--- config.mk ---
export PLATFORM = sky130hd
export DESIGN_NAME = alu_arbiter
export DESIGN_NICKNAME = d
export VERILOG_FILES = /design/src/rtl/alu_arb_pkg.sv /design/src/rtl/alu_arbiter_rr_picker.sv /design/src/rtl/alu_arbiter.sv
export SDC_FILE = /design/constraint.sdc
export NUM_CORES = 1
export LEC_CHECK = 0
export BUFFER_PORTS_ARGS = -buffer_cell sky130_fd_sc_hd__buf_2
export CAP_MARGIN = 10
export CORE_AREA = 5 5 157 159
export CTS_CLUSTER_SIZE = 12
export DETAILED_ROUTE_END_ITERATION = 12
export DIE_AREA = 0 0 162 164
export PLACE_DENSITY = 0.54
export SYNTH_ARGS = -nofsm -noshare
export SYNTH_HDL_FRONTEND = slang
export SYNTH_SLANG_ARGS = --single-unit
--- constraint.sdc ---
create_clock -name clk -period 2.8 [get_ports clk]
set_input_delay 0.28 -clock clk [delete_from_list [all_inputs] [get_ports clk]]
set_output_delay 0.28 -clock clk [all_outputs]
set_load 0.05 [all_outputs]
--- src/rtl/alu_arb_pkg.sv ---
// Shared definitions for the SemiCPU ALU arbiter: opcode encodings and FSM state type.
package alu_arb_pkg;

    localparam int OP_W = 3;

    localparam logic [OP_W-1:0] OP_NOOP0 = 3'b000;
    localparam logic [OP_W-1:0] OP_NOOP1 = 3'b001;
    localparam logic [OP_W-1:0] OP_ADD   = 3'b010;
    localparam logic [OP_W-1:0] OP_SUB   = 3'b011;
    localparam logic [OP_W-1:0] OP_SHL   = 3'b100;
    localparam logic [OP_W-1:0] OP_SHR   = 3'b101;
    localparam logic [OP_W-1:0] OP_ADDI  = 3'b110;
    localparam logic [OP_W-1:0] OP_SUBI  = 3'b111;

    typedef enum logic [1:0] {
        IDLE = 2'd0,
        EXEC = 2'd1,
        RESP = 2'd2
    } arb_state_t;

    function automatic logic is_noop(input logic [OP_W-1:0] op);
        return (op == OP_NOOP0) || (op == OP_NOOP1);
    endfunction

endpackage

--- src/rtl/alu_arbiter_rr_picker.sv ---
// Combinational round-robin picker: first asserted request at or after ptr+1, wrapping.
module rr_picker #(
    parameter int NUM_REQ = 4,
    parameter int ID_W    = $clog2(NUM_REQ)
) (
    input  logic [NUM_REQ-1:0] req,
    input  logic [ID_W-1:0]    ptr,
    output logic [NUM_REQ-1:0] grant,
    output logic [ID_W-1:0]    idx,
    output logic               found
);

    logic [ID_W:0]   sum;
    logic [ID_W-1:0] cand;

    always_comb begin
        grant = '0;
        idx   = '0;
        found = 1'b0;
        sum   = '0;
        cand  = '0;
        for (int k = 1; k <= NUM_REQ; k++) begin
            // ptr+k never exceeds 2*NUM_REQ-1, so one conditional subtract is a full modulo
            sum = {1'b0, ptr} + (ID_W+1)'(k);
            if (sum >= (ID_W+1)'(NUM_REQ)) begin
                sum = sum - (ID_W+1)'(NUM_REQ);
            end
            cand = sum[ID_W-1:0];
            if (!found && req[cand]) begin
                found       = 1'b1;
                grant[cand] = 1'b1;
                idx         = cand;
            end
        end
    end

endmodule

--- src/rtl/alu_arbiter.sv ---
// Round-robin arbiter sharing one combinational ALU among NUM_REQ requesters.
// Optional ALU_ARB_NOOP_BYPASS_EN: NOOP opcodes skip the ALU cycle and answer with zero.
module alu_arbiter
    import alu_arb_pkg::*;
#(
    parameter int NUM_REQ = 4,
    parameter int DATA_W  = 32,
    parameter int ID_W    = $clog2(NUM_REQ)
) (
    input  logic                      clk,
    input  logic                      rst,
    input  logic [NUM_REQ-1:0]        req_valid,
    output logic [NUM_REQ-1:0]        req_ready,
    input  logic [NUM_REQ*DATA_W-1:0] req_a,
    input  logic [NUM_REQ*DATA_W-1:0] req_b,
    input  logic [NUM_REQ*OP_W-1:0]   req_op,
    output logic [DATA_W-1:0]         alu_a,
    output logic [DATA_W-1:0]         alu_b,
    output logic [OP_W-1:0]           alu_opcode,
    input  logic [DATA_W-1:0]         alu_result,
    output logic                      rsp_valid,
    input  logic                      rsp_ready,
    output logic [ID_W-1:0]           rsp_id,
    output logic [DATA_W-1:0]         rsp_data,
    output logic                      busy
);

    arb_state_t          state;
    logic [ID_W-1:0]     ptr;
    logic [ID_W-1:0]     op_id;
    logic [NUM_REQ-1:0]  grant;
    logic [ID_W-1:0]     grant_idx;
    logic                any_grant;
    logic                accept;
    logic [DATA_W-1:0]   sel_a;
    logic [DATA_W-1:0]   sel_b;
    logic [OP_W-1:0]     sel_op;

    rr_picker #(
        .NUM_REQ (NUM_REQ),
        .ID_W    (ID_W)
    ) u_picker (
        .req   (req_valid),
        .ptr   (ptr),
        .grant (grant),
        .idx   (grant_idx),
        .found (any_grant)
    );

    assign req_ready = (state == IDLE && !rst) ? grant : '0;
    assign accept    = (state == IDLE) && any_grant;

    assign sel_a  = req_a[grant_idx*DATA_W +: DATA_W];
    assign sel_b  = req_b[grant_idx*DATA_W +: DATA_W];
    assign sel_op = req_op[grant_idx*OP_W +: OP_W];

    always_ff @(posedge clk) begin
        if (rst) begin
            state      <= IDLE;
            ptr        <= ID_W'(NUM_REQ-1);
            op_id      <= '0;
            rsp_valid  <= 1'b0;
            rsp_id     <= '0;
            rsp_data   <= '0;
            alu_a      <= '0;
            alu_b      <= '0;
            alu_opcode <= '0;
            busy       <= 1'b0;
        end else begin
            case (state)
                IDLE: begin
                    if (accept) begin
                        ptr   <= grant_idx;
                        op_id <= grant_idx;
                        busy  <= 1'b1;
`ifdef ALU_ARB_NOOP_BYPASS_EN
                        if (is_noop(sel_op)) begin
                            state     <= RESP;
                            rsp_valid <= 1'b1;
                            rsp_id    <= grant_idx;
                            rsp_data  <= '0;
                        end else begin
                            state      <= EXEC;
                            alu_a      <= sel_a;
                            alu_b      <= sel_b;
                            alu_opcode <= sel_op;
                        end
`else
                        state      <= EXEC;
                        alu_a      <= sel_a;
                        alu_b      <= sel_b;
                        alu_opcode <= sel_op;
`endif
                    end
                end
                // ALU inputs are held for exactly this cycle; capture its result at the edge
                EXEC: begin
                    state      <= RESP;
                    rsp_valid  <= 1'b1;
                    rsp_data   <= alu_result;
                    rsp_id     <= op_id;
                    alu_a      <= '0;
                    alu_b      <= '0;
                    alu_opcode <= '0;
                end
                RESP: begin
                    if (rsp_ready) begin
                        state     <= IDLE;
                        rsp_valid <= 1'b0;
                        busy      <= 1'b0;
                    end
                end
                default: begin
                    state <= IDLE;
                end
            endcase
        end
    end

endmodule

==> summary.txt <==
Setup path
  • Setup CP Type: flop to primary output
  • Critical path launch point type: flop
  • Critical path's largest stage delay: ~330 ps
  • CP max-delay cell: dfxtp_1
  • CP arrival: 2420 ps
  • Crit path cell chain: inv_1, ha_4, mux4_2, buf_4, nor4_4, buf_4, a221oi_2, nor2_4, buf_4
  • Crit end category: primary output
  • CP required: ~2500 ps
  • Max FO, Critical Path: 4
  • Most frequent CP cell: buf_4

Timing
  • Crit share post-route: 0.9651
  • Worst Tran Pin Value: 1006 ps
  • Max Clk Rate: roughly 0.37 GHz
  • Post-route setup slack: slightly below 100 ps
  • Max-Slew Margin vs Limit: 0.3243
  • Setup TNS: 0 ps
  • Final clock skew: ~12 ps
  • Hold_ws: approximately 140 ps
  • Max Transition Viols Final: 0
  • Final setup fails: 0
  • Tmin final: between 2000 and 3000 ps
  • Final Hold Fails: 0

Logic synthesis
  • Sequential-to-total area share from yosys stat: 0.3487
  • Fraction of synthesized area in multiplexers: 0.01859
  • Cell area after synthesis: ~6300 sq um
  • Post-Synth Simple-Gate Area: 0.2479
  • Synth area leader: dfxtp_1
  • Largest family of logic cells by synthesized area: compound AO/OA/AOI/OAI gates
  • Top cells by area, synth: dfxtp_1 35%, a211oi_1 16%, and3_1 13%, nand2_1 8.3%, o31ai_1 8.0%
  • Synth Area in Adders: 0.01599
  • Mapped Cells: slightly below 800
  • Number of library cell types mapped by synthesis: 44
  • Flops & latches, synth: approximately 110
  • Syn. warnings: 0
  • Syn_area_per_cell: 7.973 sq um
  • Post-Synth XOR/XNOR Area: 0
  • Mapped Nets: 1,100
  • Post-synth top area share: 0.3487
  • Post-synthesis compound-gate area fraction: 0.3017

Detailed routing
  • Routed vias/inst: 5.097
  • Routed WL per cell: slightly below 20 microns
  • Routed WL: around 29 mm
  • DRC: 0
  • DR vias: roughly 7,500
  • Drt first pass iters: 4
  • Routed Antenna Nets: 0
  • Initial drt markers: about 480

Run status
  • Status: finished, final reports clean

GRT
  • Global route overflow: 0
  • Largest net degree at the start of global routing: 80
  • Global-route usage over all layers: 0.2011
  • First-pass GRT wire length: roughly 42 mm
  • Initial antenna violation count: 1
  • Vias in the first global route: around 7,500

Die
  • CORE AREA: 23,120 sq um
  • Num ports: slightly above 400
  • Die W: roughly 160 microns
  • Initial core utilization: 0.2707
  • Die Y: approximately 160 microns
  • Die area: 26,570 sq um
  • Row Count: 56

Final layout
  • Fillers: about 2,500
  • Fin util: 0.4020
  • P&R area growth vs syn: 48.52%
  • Design area: a little over 9000 sq um
  • Layout cell share with drive strength beyond 1: 0.4347
  • Nets: ~1,500
  • Layout Cells excl Fill: ~1,500

Clock tree
  • Clk buf depth: 2
  • CTS tree: yes
  • Clock transition at path regs: approximately 90 ps
  • H-tree Lvls: 3
  • Hold-fix buffers, CTS: 0
  • # clock sinks: approximately 110
  • Num CTS Buffers: 9
  • Clock root cell: clkbuf_16
  • Worst skew pair latency: about 360 ps

Power and ir drop
  • Peak VDD IR: about 0.00042 V
  • Cell area power density: between 1000 and 1500 nW/um^2
  • P_leak: between 4 and 5 nW
  • Final Power: 9.778 mW

Place
  • Port buffer count: approximately 410
  • Post-Place Cell Area: approximately 8800 sq um
  • GPL Wtd Cong: a little under 0.9
  • Setup WS pre-CTS: roughly 96 ps
  • Detailed placer's ending HPWL: around 21 mm
  • Cell total after placement: between 1,000 and 1,500

Flow run
  • Max-Cap Viols: 0

Hold path
  • Hold Crit Class: input port to flop
-- critical path: cells and delay by family, from the launching register on --
family / cells / cell delay, ps
fa+ha+maj: 1 / 310
flops: 1 / 330
buf+inv: 4 / 670
simple gates: 2 / 340
compound gates: 1 / 80
mux: 1 / 330
-- Yosys cell counts (all sizes together) --
| master | count |
|---|---|
| nor2b | 3 |
| mux2 | 1 |
| o41a | 1 |
| or2 | 2 |
| ha | 8 |
| nor2 | 13 |
| o21ai | 3 |
| nand2b | 2 |
| inv | 4 |
| nand3b | 1 |
| nor4 | 2 |
| buf | 30 |
| nor3 | 3 |
| o221ai | 1 |
| mux2i | 6 |
| and2 | 1 |
| a21oi | 37 |
| o21bai | 1 |
| nand3 | 1 |
| a2111oi | 1 |
| a211oi | 135 |
| a311oi | 1 |
| a221oi | 4 |
| a211o | 2 |
| nand2 | 139 |
| and3b | 1 |
| a22oi | 4 |
| mux4 | 2 |
| o31ai | 68 |
| o41ai | 1 |
| or3b | 2 |
| clkbuf | 61 |
| or3 | 1 |
| and3 | 134 |
| dfxtp | 109 |
-- routing by layer --
layer	part of all wire	global-route usage	wire length, microns
met2	0.49	0.3467	14120
met5	0	0	0
met3	0.073	0.05345	2106
met1	0.41	0.2483	11890
met4	0.019	0.05690	540
-- cell families after synthesis --
group | count (synthesis)
flip-flops | 109
adder cells (fa/ha/maj) | 8
AND/OR/NAND/NOR | 305
AO/OA/AOI/OAI | 259
buffers and inverters | 95
multiplexers | 9
-- power by group --
group | switching [mW] | internal [mW]
combinational | 4.08 | 2.11
sequential | 0.216 | 1.97
clock | 0.739 | 0.655
total | 5.04 | 4.74
-- state kept, by name (all words and copies together), names as in the netlist, 2 cells and up --
name / count
alu_a: 32
alu_b: 32
rsp_data: 32
alu_opcode: 3
op_id: 2
ptr: 2
rsp_id: 2
state: 2
-- cell type report --
type                       count  area [sq um]  area share
antenna                        1         2.502   0.0002692
clock buffer                   9         225.2     0.02423
clock inverter                 7         93.84     0.01010
inverter                       4         15.01    0.001615
multi-input combinational    581          3805      0.4093
sequential                   109          2183      0.2349
tap                          290         362.8     0.03904
timing repair buffer         461          2608      0.2805
-- timing repair --
action / 4_1_cts / 5_1_grt
gates resized for setup: 11 / 9
setup endpoints to repair: 4 / 43
setup buffers: 2 / 6
cloned: 0 / 1
pin swaps: 1 / 1
-- final timing paths --
check	slack [ps]	to	startpoint	depth (start not counted)
worst max-delay path	100	req_ready[0]	ptr[1]$_SDFFE_PP1P_	9
worst min-delay path	140	rsp_data[2]$_SDFFE_PP0P_	alu_result[2]	3
worst max register to register	150	alu_a[8]$_SDFFE_PP0P_	ptr[1]$_SDFFE_PP1P_	10
worst min register to register	450	alu_b[9]$_SDFFE_PP0P_	alu_b[9]$_SDFFE_PP0P_	2
-- cells in the final DEF (no fill, tap or decap), drive strengths merged, types with 6 or more instances in the layout --
| cell | instances |
|---|---|
| ha | 8 |
| buf | 460 |
| inv | 8 |
| and3 | 134 |
| nand2 | 139 |
| nor2 | 13 |
| clkbuf | 10 |
| a211oi | 135 |
| mux2i | 6 |
| a21oi | 37 |
| o31ai | 68 |
| dfxtp | 109 |
No activity file was read; power rests on OpenSTA's default activity.
